File: config.mk
export PLATFORM = sky130hd
export DESIGN_NAME = retire_trace_buffer_flat
export DESIGN_NICKNAME = d
export VERILOG_FILES = /design/src/rtl/retire_trace_buffer_pkg.sv /design/src/rtl/retire_trace_buffer_if.sv /design/src/rtl/retire_trace_buffer_trace_ram.sv /design/src/rtl/retire_trace_buffer.sv /design/src/flat_wrapper.sv
export SDC_FILE = /design/constraint.sdc
export NUM_CORES = 1
export LEC_CHECK = 0
export CORE_MARGIN = 5
export CORE_UTILIZATION = 40
export CTS_BUF_LIST = sky130_fd_sc_hd__clkbuf_16
export DETAILED_ROUTE_END_ITERATION = 8
export SLEW_MARGIN = 25
export SYNTH_ARGS = -nofsm -noshare
export SYNTH_HDL_FRONTEND = slang
export SYNTH_SLANG_ARGS = --single-unit
export TNS_END_PERCENT = 50
File: constraint.sdc
create_clock -name clk -period 15.17 [get_ports clk]
set_input_delay 3.034 -clock clk [delete_from_list [all_inputs] [get_ports clk]]
set_output_delay 3.034 -clock clk [all_outputs]
set_load 0.1 [all_outputs]
File: src/rtl/retire_trace_buffer_pkg.sv
// Shared types for the retire trace buffer.
// Optional timestamp field is controlled by TRACE_TIMESTAMP_EN.
package retire_trace_buffer_pkg;

   localparam int XLEN      = 32;
   localparam int TS_W      = 16;
   localparam int REG_IDX_W = 5;

   typedef logic [REG_IDX_W-1:0] reg_idx_t;

   typedef enum logic [1:0] {
      T_IDLE   = 2'd0,
      T_ARMED  = 2'd1,
      T_POST   = 2'd2,
      T_FROZEN = 2'd3
   } trace_state_e;

   typedef struct packed {
`ifdef TRACE_TIMESTAMP_EN
      logic [TS_W-1:0] ts;
`endif
      logic [XLEN-1:0] pc;
      logic [31:0]     instr;
      reg_idx_t        rd;
      logic            we;
      logic [XLEN-1:0] wdata;
   } trace_entry_t;

   function automatic int trace_cnt_w(input int depth);
      return $clog2(depth + 1);
   endfunction

endpackage

File: src/rtl/retire_trace_buffer_if.sv
// Retire capture, control and drain signals of the trace buffer.
// master = core/consumer side, slave = trace buffer.
interface retire_trace_buffer_if #(
   parameter int DEPTH = 16
);
   import retire_trace_buffer_pkg::*;

   localparam int CNT_W = trace_cnt_w(DEPTH);

   logic             retire_valid;
   logic [XLEN-1:0]  retire_pc;
   logic [31:0]      retire_instr;
   reg_idx_t         retire_rd;
   logic             retire_we;
   logic [XLEN-1:0]  retire_wdata;
   logic             arm;
   logic             abort;
   logic             trig_en;
   logic [XLEN-1:0]  trig_pc;
   logic             rd_ready;
   logic             rd_valid;
   trace_entry_t     rd_entry;
   trace_state_e     state;
   logic [CNT_W-1:0] count;
   logic             wrapped;

   modport master (
      output retire_valid, retire_pc, retire_instr, retire_rd, retire_we, retire_wdata,
      output arm, abort, trig_en, trig_pc, rd_ready,
      input  rd_valid, rd_entry, state, count, wrapped
   );

   modport slave (
      input  retire_valid, retire_pc, retire_instr, retire_rd, retire_we, retire_wdata,
      input  arm, abort, trig_en, trig_pc, rd_ready,
      output rd_valid, rd_entry, state, count, wrapped
   );

endinterface

File: src/rtl/retire_trace_buffer_trace_ram.sv
// Trace entry storage: one synchronous write port, one asynchronous read port.
// Contents are intentionally not reset; validity is tracked by the pointers/count.
module trace_ram
   import retire_trace_buffer_pkg::*;
#(
   parameter int DEPTH = 16,
   parameter int AW    = $clog2(DEPTH)
) (
   input  logic          clk,
   input  logic          we,
   input  logic [AW-1:0] waddr,
   input  trace_entry_t  wdata,
   input  logic [AW-1:0] raddr,
   output trace_entry_t  rdata
);

   trace_entry_t mem [DEPTH];

   always_ff @(posedge clk) begin
      if (we) mem[waddr] <= wdata;
   end

   assign rdata = mem[raddr];

endmodule

File: src/rtl/retire_trace_buffer.sv
// Retired-instruction trace buffer: arm, trigger on PC match, post-capture, freeze, drain.
// Define TRACE_TIMESTAMP_EN to stamp each entry with a free-running cycle counter.
//
// state    | meaning
// T_IDLE   | not capturing; waits for arm
// T_ARMED  | circular capture of every retire, watching for the trigger PC
// T_POST   | trigger seen; capturing the remaining post-trigger entries
// T_FROZEN | capture stopped; entries drained through rd_valid/rd_ready
module retire_trace_buffer
   import retire_trace_buffer_pkg::*;
#(
   parameter int DEPTH     = 16,
   parameter int POST_TRIG = 8
) (
   input logic                 clk,
   input logic                 rst_n,
   retire_trace_buffer_if.slave bus
);

   localparam int PTR_W = $clog2(DEPTH);
   localparam int CNT_W = trace_cnt_w(DEPTH);
   localparam logic [CNT_W-1:0] CNT_FULL  = CNT_W'(DEPTH);
   localparam logic [CNT_W-1:0] POST_INIT = CNT_W'(POST_TRIG);
   localparam trace_state_e     TRIG_NEXT = (POST_TRIG == 0) ? T_FROZEN : T_POST;

   trace_state_e     state_q;
   logic [PTR_W-1:0] wr_ptr;
   logic [PTR_W-1:0] rd_ptr;
   logic [CNT_W-1:0] count_q;
   logic [CNT_W-1:0] post_cnt;
   logic             wrapped_q;

   logic             capture;
   logic             trig_hit;
   logic             pop;
   trace_entry_t     wr_entry;
   trace_entry_t     rd_entry;

`ifdef TRACE_TIMESTAMP_EN
   logic [TS_W-1:0]  ts_q;

   always_ff @(posedge clk) begin
      if (!rst_n) ts_q <= '0;
      else        ts_q <= ts_q + 1'b1;
   end
`endif

   always_comb begin
      wr_entry       = '0;
      wr_entry.pc    = bus.retire_pc;
      wr_entry.instr = bus.retire_instr;
      wr_entry.rd    = bus.retire_rd;
      wr_entry.we    = bus.retire_we;
      wr_entry.wdata = bus.retire_wdata;
`ifdef TRACE_TIMESTAMP_EN
      wr_entry.ts    = ts_q;
`endif
   end

   assign capture  = bus.retire_valid && !bus.abort && rst_n &&
                     ((state_q == T_ARMED) || (state_q == T_POST));
   assign trig_hit = (state_q == T_ARMED) && bus.retire_valid && bus.trig_en &&
                     (bus.retire_pc == bus.trig_pc);
   assign pop      = (state_q == T_FROZEN) && (count_q != '0) && bus.rd_ready;

   trace_ram #(
      .DEPTH (DEPTH)
   ) u_trace_ram (
      .clk   (clk),
      .we    (capture),
      .waddr (wr_ptr),
      .wdata (wr_entry),
      .raddr (rd_ptr),
      .rdata (rd_entry)
   );

   always_ff @(posedge clk) begin
      if (!rst_n || bus.abort) begin
         state_q   <= T_IDLE;
         wr_ptr    <= '0;
         rd_ptr    <= '0;
         count_q   <= '0;
         post_cnt  <= '0;
         wrapped_q <= 1'b0;
      end else begin
         unique case (state_q)
            T_IDLE: begin
               if (bus.arm) begin
                  state_q   <= T_ARMED;
                  wr_ptr    <= '0;
                  rd_ptr    <= '0;
                  count_q   <= '0;
                  post_cnt  <= '0;
                  wrapped_q <= 1'b0;
               end
            end
            T_ARMED, T_POST: begin
               if (bus.retire_valid) begin
                  wr_ptr <= wr_ptr + 1'b1;
                  // Full buffer: the new entry replaces the oldest, so the head moves too.
                  if (count_q == CNT_FULL) begin
                     rd_ptr    <= rd_ptr + 1'b1;
                     wrapped_q <= 1'b1;
                  end else begin
                     count_q <= count_q + 1'b1;
                  end
                  if (state_q == T_ARMED) begin
                     if (trig_hit) begin
                        post_cnt <= POST_INIT;
                        state_q  <= TRIG_NEXT;
                     end
                  end else begin
                     post_cnt <= post_cnt - 1'b1;
                     if (post_cnt == CNT_W'(1)) state_q <= T_FROZEN;
                  end
               end
            end
            T_FROZEN: begin
               if (pop) begin
                  rd_ptr  <= rd_ptr + 1'b1;
                  count_q <= count_q - 1'b1;
                  if (count_q == CNT_W'(1)) state_q <= T_IDLE;
               end
            end
            default: state_q <= T_IDLE;
         endcase
      end
   end

   assign bus.rd_valid = (state_q == T_FROZEN) && (count_q != '0);
   assign bus.rd_entry = rd_entry;
   assign bus.state    = state_q;
   assign bus.count    = count_q;
   assign bus.wrapped  = wrapped_q;

endmodule

File: src/flat_wrapper.sv
// flat-port wrapper written by rule: the top's interface ports become plain ports
module retire_trace_buffer_flat import retire_trace_buffer_pkg::*;
#(
   parameter int DEPTH     = 16,
   parameter int POST_TRIG = 8
)
  (clk, rst_n, bus_retire_valid, bus_retire_pc, bus_retire_instr, bus_retire_rd, bus_retire_we, bus_retire_wdata, bus_arm, bus_abort, bus_trig_en, bus_trig_pc, bus_rd_ready, bus_rd_valid, bus_rd_entry, bus_state, bus_count, bus_wrapped);
  retire_trace_buffer_if #(.DEPTH(DEPTH)) bus_i ();
  input logic clk;
  input logic rst_n;
  input wire logic [$bits(bus_i.retire_valid)-1:0] bus_retire_valid;
  input wire logic [$bits(bus_i.retire_pc)-1:0] bus_retire_pc;
  input wire logic [$bits(bus_i.retire_instr)-1:0] bus_retire_instr;
  input wire logic [$bits(bus_i.retire_rd)-1:0] bus_retire_rd;
  input wire logic [$bits(bus_i.retire_we)-1:0] bus_retire_we;
  input wire logic [$bits(bus_i.retire_wdata)-1:0] bus_retire_wdata;
  input wire logic [$bits(bus_i.arm)-1:0] bus_arm;
  input wire logic [$bits(bus_i.abort)-1:0] bus_abort;
  input wire logic [$bits(bus_i.trig_en)-1:0] bus_trig_en;
  input wire logic [$bits(bus_i.trig_pc)-1:0] bus_trig_pc;
  input wire logic [$bits(bus_i.rd_ready)-1:0] bus_rd_ready;
  output wire logic [$bits(bus_i.rd_valid)-1:0] bus_rd_valid;
  output wire logic [$bits(bus_i.rd_entry)-1:0] bus_rd_entry;
  output wire logic [$bits(bus_i.state)-1:0] bus_state;
  output wire logic [$bits(bus_i.count)-1:0] bus_count;
  output wire logic [$bits(bus_i.wrapped)-1:0] bus_wrapped;
  assign bus_i.retire_valid = bus_retire_valid;
  assign bus_i.retire_pc = bus_retire_pc;
  assign bus_i.retire_instr = bus_retire_instr;
  assign bus_i.retire_rd = bus_retire_rd;
  assign bus_i.retire_we = bus_retire_we;
  assign bus_i.retire_wdata = bus_retire_wdata;
  assign bus_i.arm = bus_arm;
  assign bus_i.abort = bus_abort;
  assign bus_i.trig_en = bus_trig_en;
  assign bus_i.trig_pc = bus_trig_pc;
  assign bus_i.rd_ready = bus_rd_ready;
  assign bus_rd_valid = bus_i.rd_valid;
  assign bus_rd_entry = bus_i.rd_entry;
  assign bus_state = bus_i.state;
  assign bus_count = bus_i.count;
  assign bus_wrapped = bus_i.wrapped;
  retire_trace_buffer #(.DEPTH(DEPTH), .POST_TRIG(POST_TRIG)) u_core (.clk(clk), .rst_n(rst_n), .bus(bus_i));
endmodule
==> results.txt <==
----------------------------------------------------
[Critical path]
  Kind of critical path ... reg2out
  CP top delay family ... buffers and inverters
  Slowest Stage Delay on Critical Path ... 1.00 ns
  Sort of element at the end of the critical path ... output port
  Data arrival time at the worst-slack endpoint ... 5.45 ns
  Critical path data required time ... 12.14 ns
  Kind of launch point of the worst setup path ... register
  Worst Path Buf+Inv ... 3
  Cell chain of the critical path ... buf_12, buf_4, mux4_2, mux4_2, clkdlybuf4s50_1
  Cells on worst reg2reg path ... 7
  Critical path's slowest cell ... dfxtp_4
  Logic depth of the worst setup path including buffers ... 5
  Crit path top cell by count ... mux4_2
  Crit path max fanout ... 148

[Synth]
  Syn Inst Count ... 2501
  Sequential area share after synthesis ... 78.6%
  Number of synthesized flops with an enable pin ... 1632
  Register bit count reported by yosys ... 1657
  Top_reg_cell synth ... edfxtp_1
  FFs w/ async S/R, synth ... 0%
  Number of nets produced by synthesis ... 2659
  Synthesis warning total ... 0
  Distinct cell type count of the synthesized netlist ... 50
  Post-synthesis cell area ... 0.0630 mm²
  Avg Synthesized Cell Area ... 25.2 µm²

[Global route]
  Most utilized layer in the global route result ... met2
  Maximum number of pins on one net before global-route repair ... 149
  GR met3 Demand/Resource ... 3.77%
  Via count of the first global-routing pass ... 30500
  Met2 layer usage reported by global route ... 30.4%
  Global-route wire length before repair ... 212 mm
  Number of antenna violations at the first check in global routing ... 10
  Total global routing track utilization ... 18.0%
  GRT Residual Overflow ... 0
  Global routing met1 resource utilization ... 24.5%

[Pwr]
  Fraction of power spent switching nets ... 20.2%
  Worst VDD drop ... 89.5 µV
  Static leakage ... 22.0 nW
  Internal portion of total power ... 7.49 mW
  Final Power ... 9.38 mW
  Power per Cell Area ... 128 mW/mm²
  Sequential Power Share ... 53.7%
  Clock share of power ... 43.2%
  Combinational share of power ... 3.1%
  P_sw ... 1.90 mW

[Clock network]
  CTS tree ... built
  Clock sink count ... 1657
  TritonCTS Buffers ... 167
  Insertion delay to the later sink of the worst-skew pair ... 0.78 ns
  Clock input transition at the sequential cells of the worst setup and hold paths ... 0.06 ns
  Total number of H-tree levels ... 4
  Resized Gates After CTS ... 0
  Hold buffer count at CTS ... 0
  Maximum number of buffers from clock root to sink ... 3
  Clock root cell ... clkbuf_16
  Post-CTS setup buffer count ... 0

[Floorplanning]
  Height of the die ... 407 µm
  Overall die width ... 407 µm
  Number of core rows ... 145
  Top Ports ... 252
  Area inside the core boundary ... 0.156 mm²
  Starting utilization of the core area ... 40.3%
  Die area ... 0.166 mm²

[STA]
  Setup-failing EPs final ... 0
  Period Utilization, post-route ... 56.0%
  Minimum clock period after layout ... 8.49 ns
  Final Max Slew Viols ... 0
  Worst path setup slack after routing ... 6.68 ns
  Setup repair after global routing missed its margin ... no
  Achievable frequency ... 118 MHz
  Fin Clk Skew ... 0.0196 ns
  Final-report hold violation count ... 0
  Slew Limit Headroom ... 9.48%
  Total negative slack ... 0 ns
  Actual transition at the worst max-transition pin ... 1.36 ns

[Hold path]
  Worst Hold Depth ... 2
  Hold Crit Class ... reg2reg

[Drt]
  Number of DRC markers after the initial detailed-route iteration ... 2685
  Vias per cell ... 5.59
  Wire length per cell after detailed routing ... 29.4 µm
  Drc violations ... 0
  Detailed-router iteration count before antenna repair ... 5
  Via count ... 28100
  Number of nets still failing antenna checks after routing ... 0
  Final routed wirelength across all metal layers ... 148 mm

[Place]
  Placed cell area ... 0.0681 mm²
  Total half-perimeter wirelength after legalization and detailed placement ... 70.3 mm
  Count of buffers from port buffering ... 251
  Gp weighted congestion ... 0.741
  Pre-CTS setup slack ... 7.24 ns

[Final layout]
  Number of nets in the finished design ... 2995
  Final instance area ... 0.0735 mm²
  Layout cells sized above 1 ... 27.7%
  Final design utilization ... 47.0%
  Layout overhead on the synthesized area ... 16.7%

[Flow run]
  Number of violations of the max-capacitance limit ... 0

[Outcome]
  Result of the run ... completed

----------------------------------------------------
==> area by class of cell <==
cell class,count,area (µm²)
sequential,1657,49500
fill,12500,82900
timing repair buffer,290,2970
inverter,12,45.0
clock inverter,138,1270
multi-input combinational,709,13000
clock buffer,167,4180
antenna,5,12.5
tap,2058,2570
==> power groups by stage <==
stage | clock network [mW] | registers, mW | logic, mW
5_1_grt | 4.35 | 5.03 | 0.310
6_report | 4.06 | 5.04 | 0.289
2_1_floorplan | 0 | 5.14 | 0.149
3_5_place_dp | 0 | 5.13 | 0.293
3_3_place_gp | 0 | 5.13 | 0.281
4_1_cts | 4.15 | 5.04 | 0.293
==> worst paths after layout <==
kind                             from                             to  slack (ns)
setup / recovery             register               bus_rd_entry[60]        6.68
setup reg to reg  u_core.bus.state[0]  u_core.u_trace_ram.mem[4][28]       11.34
hold reg to reg      u_core.rd_ptr[2]                       register        0.51
hold / removal       u_core.rd_ptr[2]                       register        0.51
==> Yosys cell counts (2+ instances only) <==
cell type	instances	area, µm²
a21oi_1	15	75.1
a31o_2	2	17.5
a31oi_1	2	12.5
and3_1	2	12.5
buf_1	14	52.6
buf_2	31	155
buf_6	14	158
clkbuf_1	63	236
dfxtp_1	25	500
edfxtp_1	1632	49000
ha_1	17	213
inv_1	11	41.3
mux2i_1	3	30.0
mux4_2	511	11500
nand2_1	17	63.8
nand2b_1	6	37.5
nand3_1	9	45.0
nor2_1	32	120
nor3_1	10	50.1
nor4_1	7	43.8
o21ai_0	8	40.0
o221a_2	3	33.8
o31ai_1	4	30.0
or3_1	2	12.5
or4_1	4	30.0
xnor2_1	3	26.3
xor2_1	31	272
==> cells in the final DEF, fill, tap and decap left out, types with 15 or more instances in the layout <==
master	count
a21oi_1	15
inv_1	46
clkdlybuf4s50_1	237
ha_1	17
mux4_2	511
clkinv_1	37
nor2_1	20
nand2_1	17
clkbuf_16	167
edfxtp_1	1632
bufinv_16	20
dfxtp_1	21
clkinv_2	22
buf_4	20
xor2_1	30
buf_12	17
==> stage by stage <==
stage | hold slack (ns) | std cells
after global routing | 0.542 | 5031
final | 0.511 | 5036
after floorplan | 0.472 | 2501
after CTS | 0.507 | 5030
after detailed placement | 0.491 | 4725
after global placement | 0.481 | 4725
==> routing by layer <==
| layer | vias up | routed length (µm) |
|---|---|---|
| li1 | 11600 | - |
| met1 | 15400 | 61100 |
| met2 | 908 | 75300 |
| met3 | 205 | 9260 |
| met4 | 10 | 2430 |
| met5 | - | 66 |
==> registers in the layout, indices dropped and copies added, names as in the netlist, named ones only <==
signal                  count
u_core.u_trace_ram.mem   1632
u_core.bus.count            5
u_core.post_cnt             5
u_core.rd_ptr               4
u_core.wr_ptr               4
u_core.bus.state            2
u_core.bus.wrapped          1
==> kinds of logic (layout without fill, tap and decap cells) <==
logic type      Yosys count  count (layout)  share of synthesized area (%)
flops                  1657            1657                           78.6
mux                     514             514                           18.3
buf+inv                 135             607                           1.04
simple gates             98              98                          0.771
compound gates           46              46                          0.489
xor+xnor                 34              34                          0.473
fa+ha+maj                17              17                          0.338
other cells               0               5                              0
==> worst min-delay path, delay by kind of cell (launching register included) <==
| family | cells | cell delay (ns) |
|---|---|---|
| DFF | 1 | 0.33 |
| AOI/OAI and AO/OA | 2 | 0.14 |
Power figures use the tool's default switching activity.
